<file path="config.mk">
export PLATFORM = sky130hd
export DESIGN_NAME = reg_in_skid
export DESIGN_NICKNAME = d
export VERILOG_FILES = /design/src/rtl/reg_in_skid.sv
export SDC_FILE = /design/constraint.sdc
export NUM_CORES = 1
export LEC_CHECK = 0
export ABC_AREA = 1
export CAP_MARGIN = 5
export CORE_UTILIZATION = 55
export DETAILED_ROUTE_END_ITERATION = 8
export PLACE_DENSITY = 0.88
export SLEW_MARGIN = 40
export SYNTH_ARGS = -nofsm -noshare
export SYNTH_HDL_FRONTEND = slang
export SYNTH_SLANG_ARGS = --single-unit
</file>
<file path="constraint.sdc">
create_clock -name clock -period 2.2 [get_ports clock]
set_input_delay 0.33 -clock clock [delete_from_list [all_inputs] [get_ports clock]]
set_output_delay 0.33 -clock clock [all_outputs]
set_load 0.01 [all_outputs]
</file>
<file path="src/rtl/reg_in_skid.sv">
// Input capture stage: registers incoming beats into x1 and absorbs in-flight beats in a skid FIFO while stalled.
// Optional sticky overflow flag and drop assertion enabled by defining REG_IN_SKID_OVF_EN.
module reg_in_skid #(
    parameter int DATA_W = 8,
    parameter int DEPTH  = 4
) (
    input  logic                         clock,
    input  logic                         reset,
    input  logic                         datainv,
    input  logic [DATA_W-1:0]            datain,
    input  logic                         stalled,
    output logic                         datainvx1,
    output logic [DATA_W-1:0]            datainx1,
    output logic [$clog2(DEPTH+1)-1:0]   level,
    output logic                         ovf
);

    localparam int LVL_W = $clog2(DEPTH + 1);
    localparam int PTR_W = $clog2(DEPTH);
    localparam logic [LVL_W-1:0] LVL_FULL = LVL_W'(DEPTH);
    localparam logic [LVL_W-1:0] LVL_ZERO = {LVL_W{1'b0}};
    localparam logic [LVL_W-1:0] LVL_ONE  = {{(LVL_W-1){1'b0}}, 1'b1};
    localparam logic [PTR_W-1:0] PTR_ONE  = {{(PTR_W-1){1'b0}}, 1'b1};

    logic                 x1_vld_r;
    logic [DATA_W-1:0]    x1_data_r;
    logic [LVL_W-1:0]     level_r;
    logic [PTR_W-1:0]     rd_ptr_r;
    logic [PTR_W-1:0]     wr_ptr_r;
    logic [DATA_W-1:0]    mem_r [DEPTH];

    logic                 pop_s;
    logic                 free_s;
    logic                 fifo_rd_s;
    logic                 bypass_s;
    logic                 wr_req_s;
    logic                 wr_s;
    logic [LVL_W-1:0]     level_nxt_s;

    // Handshake decode: x1 load source, FIFO write acceptance and next occupancy.
    always_comb begin
        pop_s     = x1_vld_r & ~stalled;
        free_s    = ~x1_vld_r | pop_s;
        fifo_rd_s = free_s & (level_r != LVL_ZERO);
        bypass_s  = free_s & (level_r == LVL_ZERO) & datainv;
        wr_req_s  = datainv & ~bypass_s;
        // A full FIFO still accepts when its head moves to x1 on the same edge.
        wr_s      = wr_req_s & ((level_r < LVL_FULL) | fifo_rd_s);
        case ({wr_s, fifo_rd_s})
            2'b10:   level_nxt_s = level_r + LVL_ONE;
            2'b01:   level_nxt_s = level_r - LVL_ONE;
            default: level_nxt_s = level_r;
        endcase
    end

    // x1 stage, occupancy and FIFO pointers.
    always_ff @(posedge clock or posedge reset) begin
        if (reset) begin
            x1_vld_r  <= 1'b0;
            x1_data_r <= {DATA_W{1'b0}};
            level_r   <= LVL_ZERO;
            rd_ptr_r  <= {PTR_W{1'b0}};
            wr_ptr_r  <= {PTR_W{1'b0}};
        end else begin
            if (fifo_rd_s) begin
                x1_vld_r  <= 1'b1;
                x1_data_r <= mem_r[rd_ptr_r];
            end else if (bypass_s) begin
                x1_vld_r  <= 1'b1;
                x1_data_r <= datain;
            end else if (free_s) begin
                x1_vld_r  <= 1'b0;
            end else begin
                x1_vld_r  <= x1_vld_r;
            end
            level_r <= level_nxt_s;
            if (fifo_rd_s) begin
                rd_ptr_r <= rd_ptr_r + PTR_ONE;
            end else begin
                rd_ptr_r <= rd_ptr_r;
            end
            if (wr_s) begin
                wr_ptr_r <= wr_ptr_r + PTR_ONE;
            end else begin
                wr_ptr_r <= wr_ptr_r;
            end
        end
    end

    // Skid storage; contents are only observed while level is non-zero, so no reset is needed.
    always_ff @(posedge clock) begin
        if (wr_s) begin
            mem_r[wr_ptr_r] <= datain;
        end
    end

    assign datainvx1 = x1_vld_r;
    assign datainx1  = x1_data_r;
    assign level     = level_r;

`ifdef REG_IN_SKID_OVF_EN
    logic drop_s;
    logic ovf_r;

    assign drop_s = wr_req_s & ~wr_s;

    // Sticky overflow flag, cleared only by reset.
    always_ff @(posedge clock or posedge reset) begin
        if (reset) begin
            ovf_r <= 1'b0;
        end else if (drop_s) begin
            ovf_r <= 1'b1;
        end else begin
            ovf_r <= ovf_r;
        end
    end

    assign ovf = ovf_r;

    reg_in_skid_chk u_chk (
        .clock (clock),
        .reset (reset),
        .drop  (drop_s)
    );
`else
    assign ovf = 1'b0;
`endif

endmodule

`ifdef REG_IN_SKID_OVF_EN
// Flags any dropped beat in simulation.
module reg_in_skid_chk (
    input logic clock,
    input logic reset,
    input logic drop
);
    a_no_drop: assert property (@(posedge clock) disable iff (reset) !drop)
        else $error("reg_in_skid: beat dropped, skid FIFO overflow");
endmodule
`endif

</file>
==> impl_metrics.ini, run 1 <==
[clock_network]
cts_tree = yes
cts-root-buf = clkbuf_8
clk_latency_ns = 0.30
clkSinkCount = 48
cts.repair.resized = 0
ctsHoldBuffers = 0
postCtsSetupRepairBufs = 0
clockBufferDepth = 2
h-tree-depth = 2
path_clk_slew_ns = 0.08
cts_made_buffers = 5

[floorplanning]
dieHeight_microns = 65.64
die_w_microns = 65.64
ios = 25
rows = 22
fp.coreArea_sq_mm = 0.003771
dieArea_sq_mm = 0.004308
start_util_pct = 59.06

[sta]
period_needed_ns = 2.021
finalMaxSlewViolations = 0
period_share_pct = 91.85
fin_skew_ns = 0.009474
hold_slack_ns = 0.3821
hold_violations = 0
fmax_mhz = 494.9
tns_ns = 0
relSlewSlack_pct = 61.27
setup_viol = 0
worst_pin_slew_ns = 0.5803
rsz0062_at_grt = no
fin_ws_ns = 0.1793

[critical_path]
crit_path_start = level[0]
worstSetupEndpoint = level[2]
crit_chain = nor2_4, nand3_1, nand2_4, ha_1, inv_1, fa_1, a21oi_1, o21ai_0, xor2_1
crit_arrival_ns = 2.20
end_kind = flip-flop
cpPeakStageDelay_ns = 0.46
reg2reg_to = level[2]
worstSetupPathType = flip-flop to flip-flop
cp-start-kind = flip-flop
r2r_setup_slack_ns = 0.18
r2r_cells = 9
crit_fanout = 4
worstPathRequired_ns = 2.38
reg2reg_from = level[0]
crit_path_top_delay_cell = dfrtp_1

[finish]
layout_commonest_cell = nand2_1
nNetsFinal = 266
synthToLayoutAreaGrowth_pct = 18.82
layout-drive-gt1-share_pct = 15.66
fin_cells = 297
antenna_cells = 0
layout_common_cells = 70 x nand2_1, 32 x edfxtp_1, 24 x nand3_1

[pwr]
p_int_mw = 2.194
finalPower_mw = 3.493
p_comb_share_pct = 41.6
sw_frac_of_total_pct = 37.19
clkPwrFrac_pct = 17.4
power_density_mw_per_mm2 = 1320
seqPwrFrac_pct = 40.9
p_switching_mw = 1.299
peakVddDrop_v = 0.0008289
p_leak_nw = 1.177

[route]
dr_total_vias = 1481
vias_per_cell = 4.987
dr.pass1.iters = 4
route.detailed.drc = 0
ant_nets = 0
wl_microns = 3952
wl_per_cell_microns = 13.31
drt_iter0_drc = 173

[placed_design]
portBuffers = 23
place_hpwl_microns = 2642
place_ws_ns = -0.1108
dp_cells = 289
place_congestion = 0.7932

[global_routing]
grt_pass1_wl_microns = 6624
grt-ovfl-total = 0
grt_max_degree = 18
antenna_found_initial = 0
first_global_vias = 1512
grt_usage_pct = 21.32

[yosys]
synth_seq_area_share_pct = 61.12
syn_avg_cell_area_sq_um = 10.56
syn-num-nets = 229
synthDistinctLibCells = 25
ys_warn_count = 0
syn_inst = 211
ys_seq_elements = 48
syn_area_sq_mm = 0.002227

[outcome]
status = completed

[hold_path]
hold_class = input pin to async pin

[run]
maxCapViolCount = 0
-- critical path: cells and delay by family, from the launching register on --
family | cells | cell delay (ns)
AO/OA/AOI/OAI | 2 | 0.25
adder cells (fa/ha/maj) | 2 | 0.51
flip-flops | 1 | 0.46
AND/OR/NAND/NOR | 3 | 0.46
XOR/XNOR | 1 | 0.16
buffers and inverters | 1 | 0.06
-- area by class of cell --
class                           count  area [sq um]
Clock inverter                      3         37.54
Tap cell                           48         60.06
Inverter                           22         95.09
Fill cell                         247          1125
Sequential cell                    48          1361
Multi-Input combinational cell    135         695.7
Clock buffer                        5         68.82
Timing Repair Buffer               36         327.8
-- flip-flops by register name, indices dropped and copies added (netlist names) --
register,cells
datainx1,8
mem_r,32
datainvx1,1
level,3
rd_ptr_r,2
wr_ptr_r,2
-- power groups by stage --
stage	clock network [mW]	logic, mW	registers (mW)
after global routing	0.652	1.65	1.46
after detailed placement	0	1.46	1.45
final	0.609	1.45	1.43
after floorplan	0	1.00	1.42
after global placement	0	1.40	1.45
after CTS	0.612	1.47	1.43
-- Yosys cell counts --
master    count  share of area, %
nand2_1      70                12
edfxtp_1     32                43
nand3_1      24               5.4
inv_1        20               3.4
dfrtp_1      16                18
nand2_2       9               2.5
nor2_1        9               1.5
ha_1          5               2.8
nand2_4       4               2.0
buf_6         3               1.5
o21ai_0       3              0.67
nor2_2        2              0.56
xor2_1        2              0.79
a21oi_1       1              0.22
buf_12        1              0.90
buf_4         1              0.34
clkbuf_8      1              0.62
conb_1        1              0.17
fa_1          1              0.90
inv_6         1              0.39
inv_8         1              0.51
nand3_2       1              0.45
nand3b_2      1              0.51
nor2_4        1              0.51
xnor2_1       1              0.39
-- stage by stage --
stage | area [sq um] | util [%]
floorplan | 2227 | -
CTS | 2646 | 70.17
finish | 2646 | 70.17
detailed placement | 2540 | 67.35
global route | 2646 | 70.17
global placement | 2540 | 67.35
-- routing by layer --
layer  up-vias  track usage [%]  share of wire, %
met1       682            26.20                41
met2        44            34.06                50
met5         -                0                 0
met4         0            11.96               3.5
li1        741                -                 -
met3        14            5.382               5.9
-- cells by family (layout without fill, tap and decap cells) --
kind of cell,after synthesis,count (layout),share of synthesized area (%)
xor gates and xnor gates,3,3,1.180
other,1,1,0.1684
DFF,48,48,61.12
buffers and inverters,28,66,7.640
adders and majority gates,6,6,3.708
and+or+nand+nor,121,121,25.28
AOI/OAI and AO/OA,4,4,0.8985
-- worst min-delay path by stage --
stage | start | to | slack, ns | cells after the start
6_report | reset | datainx1[7] | 0.38 | 2
5_1_grt | reset | datainx1[7] | 0.46 | 2
4_1_cts | reset | datainx1[7] | 0.41 | 2
3_5_place_dp | datainx1[6] | datainx1[6] | 0.47 | 2
3_3_place_gp | datainx1[6] | datainx1[6] | 0.47 | 2
2_1_floorplan | reset | datainvx1 | 0.24 | 1
No activity file was read; power rests on OpenSTA's default activity.
==> run 2: changes to the inputs <==
- CAP_MARGIN: 5 -> not set
- GPL_TIMING_DRIVEN: not set -> 0
- clock period: 2.2 -> 2.25 ns (I/O delays scaled with it)
==> impl_metrics.ini, run 2 (synthesis results as in run 1) <==
[outcome]
status = completed

[sta]
fin_ws_ns = 0.1807
relSlewSlack_pct = 48.15
fmax_mhz = 483.3
fin_skew_ns = 0.01484
rsz0062_at_grt = no
setup_viol = 0
worst_pin_slew_ns = 0.7748
period_needed_ns = 2.069
period_share_pct = 91.97
finalMaxSlewViolations = 0
hold_violations = 0

[critical_path]
crit_fanout = 7
reg2reg_from = level[0]
r2r_cells = 9
reg2reg_to = level[2]
cp-start-kind = flip-flop
r2r_setup_slack_ns = 0.18
worstPathRequired_ns = 2.43
crit_arrival_ns = 2.25
worstSetupPathType = flip-flop to flip-flop
end_kind = flip-flop

[hold_path]
hold_class = input pin to async pin

[pwr]
finalPower_mw = 3.432
p_leak_nw = 1.159
peakVddDrop_v = 0.0008077
power_density_mw_per_mm2 = 1305

[placed_design]
place_hpwl_microns = 2771
place_congestion = 0.8046
place_area_sq_mm = 0.002517
place_ws_ns = -0.2382
portBuffers = 23

[floorplanning]
die_w_microns = 65.64
rows = 22
start_util_pct = 59.06
dieHeight_microns = 65.64
dieArea_sq_mm = 0.004308
ios = 25
fp.coreArea_sq_mm = 0.003771

[clock_network]
cts.repair.resized = 0
clockBufferDepth = 2
cts_tree = yes
clkSinkCount = 48
cts-root-buf = clkbuf_8
cts_made_buffers = 5
path_clk_slew_ns = 0.09
postCtsSetupRepairBufs = 0
clk_latency_ns = 0.30
h-tree-depth = 2
ctsHoldBuffers = 0

[global_routing]
grt_usage_pct = 21.21
grt-ovfl-total = 0
first_global_vias = 1410
grt_max_degree = 17
antenna_found_initial = 0
grt_pass1_wl_microns = 6472

[finish]
fin_util_pct = 69.74
antenna_cells = 0
regMostFlops = mem_r
final_cell_area_sq_mm = 0.002630
regArea_sq_mm = 0.001361
layout_common_cells = 69 x nand2_1, 32 x edfxtp_1, 24 x nand3_1
synthToLayoutAreaGrowth_pct = 18.09
fillers = 265
multi_input_area_sq_um = 703.2
nNetsFinal = 259
layout_commonest_cell = nand2_1
layout-drive-gt1-share_pct = 14.88
largest_reg_flops = 32

[route]
wl_microns = 4017
route.detailed.drc = 0
dr_total_vias = 1487
drt_iter0_drc = 118
vias_per_cell = 5.128
dr.pass1.iters = 4
wl_per_cell_microns = 13.85
ant_nets = 0

[run]
maxCapViolCount = 0
-- run 2: critical path, stage by stage (launching register included) --
cell and delay, ns:
dfrtp_1 0.45, nor2_4 0.18, nand3_1 0.18, nand2_4 0.15, ha_1 0.16, inv_1 0.07
fa_1 0.37, a21oi_1 0.14, o21ai_0 0.11, xor2_1 0.15
-- run 2: metal layers --
| layer | share of wire, % | up-vias | GRT usage (%) |
|---|---|---|---|
| li1 | - | 732 | - |
| met1 | 41 | 707 | 26.00 |
| met2 | 52 | 39 | 34.44 |
| met3 | 4.9 | 9 | 5.729 |
| met4 | 2.2 | 0 | 10.33 |
| met5 | 0 | - | 0 |
-- run 2: worst max-delay path by stage --
| stage | startpoint | endpoint | slack (ns) | cells after the start |
|---|---|---|---|---|
| 6_report | level[0] | level[2] | 0.18 | 9 |
| 3_5_place_dp | stalled | level[2] | -0.24 | 11 |
| 3_3_place_gp | stalled | level[2] | -0.22 | 11 |
| 4_1_cts | stalled | level[2] | 0.08 | 11 |
| 2_1_floorplan | level[0] | level[2] | 0.29 | 9 |
| 5_1_grt | level[0] | level[2] | 0.0003 | 9 |
-- run 2: area by class of cell --
cell class | count | area share (%)
sequential | 48 | 51.76
multi-input combinational | 135 | 26.74
timing repair buffer | 23 | 8.754
inverter | 22 | 3.616
clock buffer | 6 | 3.568
buffer | 6 | 2.854
tap | 48 | 2.284
clock inverter | 2 | 0.4282
-- run 2: metrics by stage --
stage	TNS, ns	std cells	hold WS (ns)
global route	0	290	0.4636
finish	0	290	0.3897
detailed placement	-0.7764	282	0.4671
CTS	0	290	0.4163
global placement	-0.3526	282	0.4703
floorplan	0	211	0.2512
-- run 2: report_power, final --
group | internal (mW) | switching [mW] | leakage, nW
clock network | 0.285 | 0.277 | 0.0566
logic | 0.635 | 0.895 | 0.623
registers | 1.21 | 0.133 | 0.480
total | 2.13 | 1.30 | 1.16
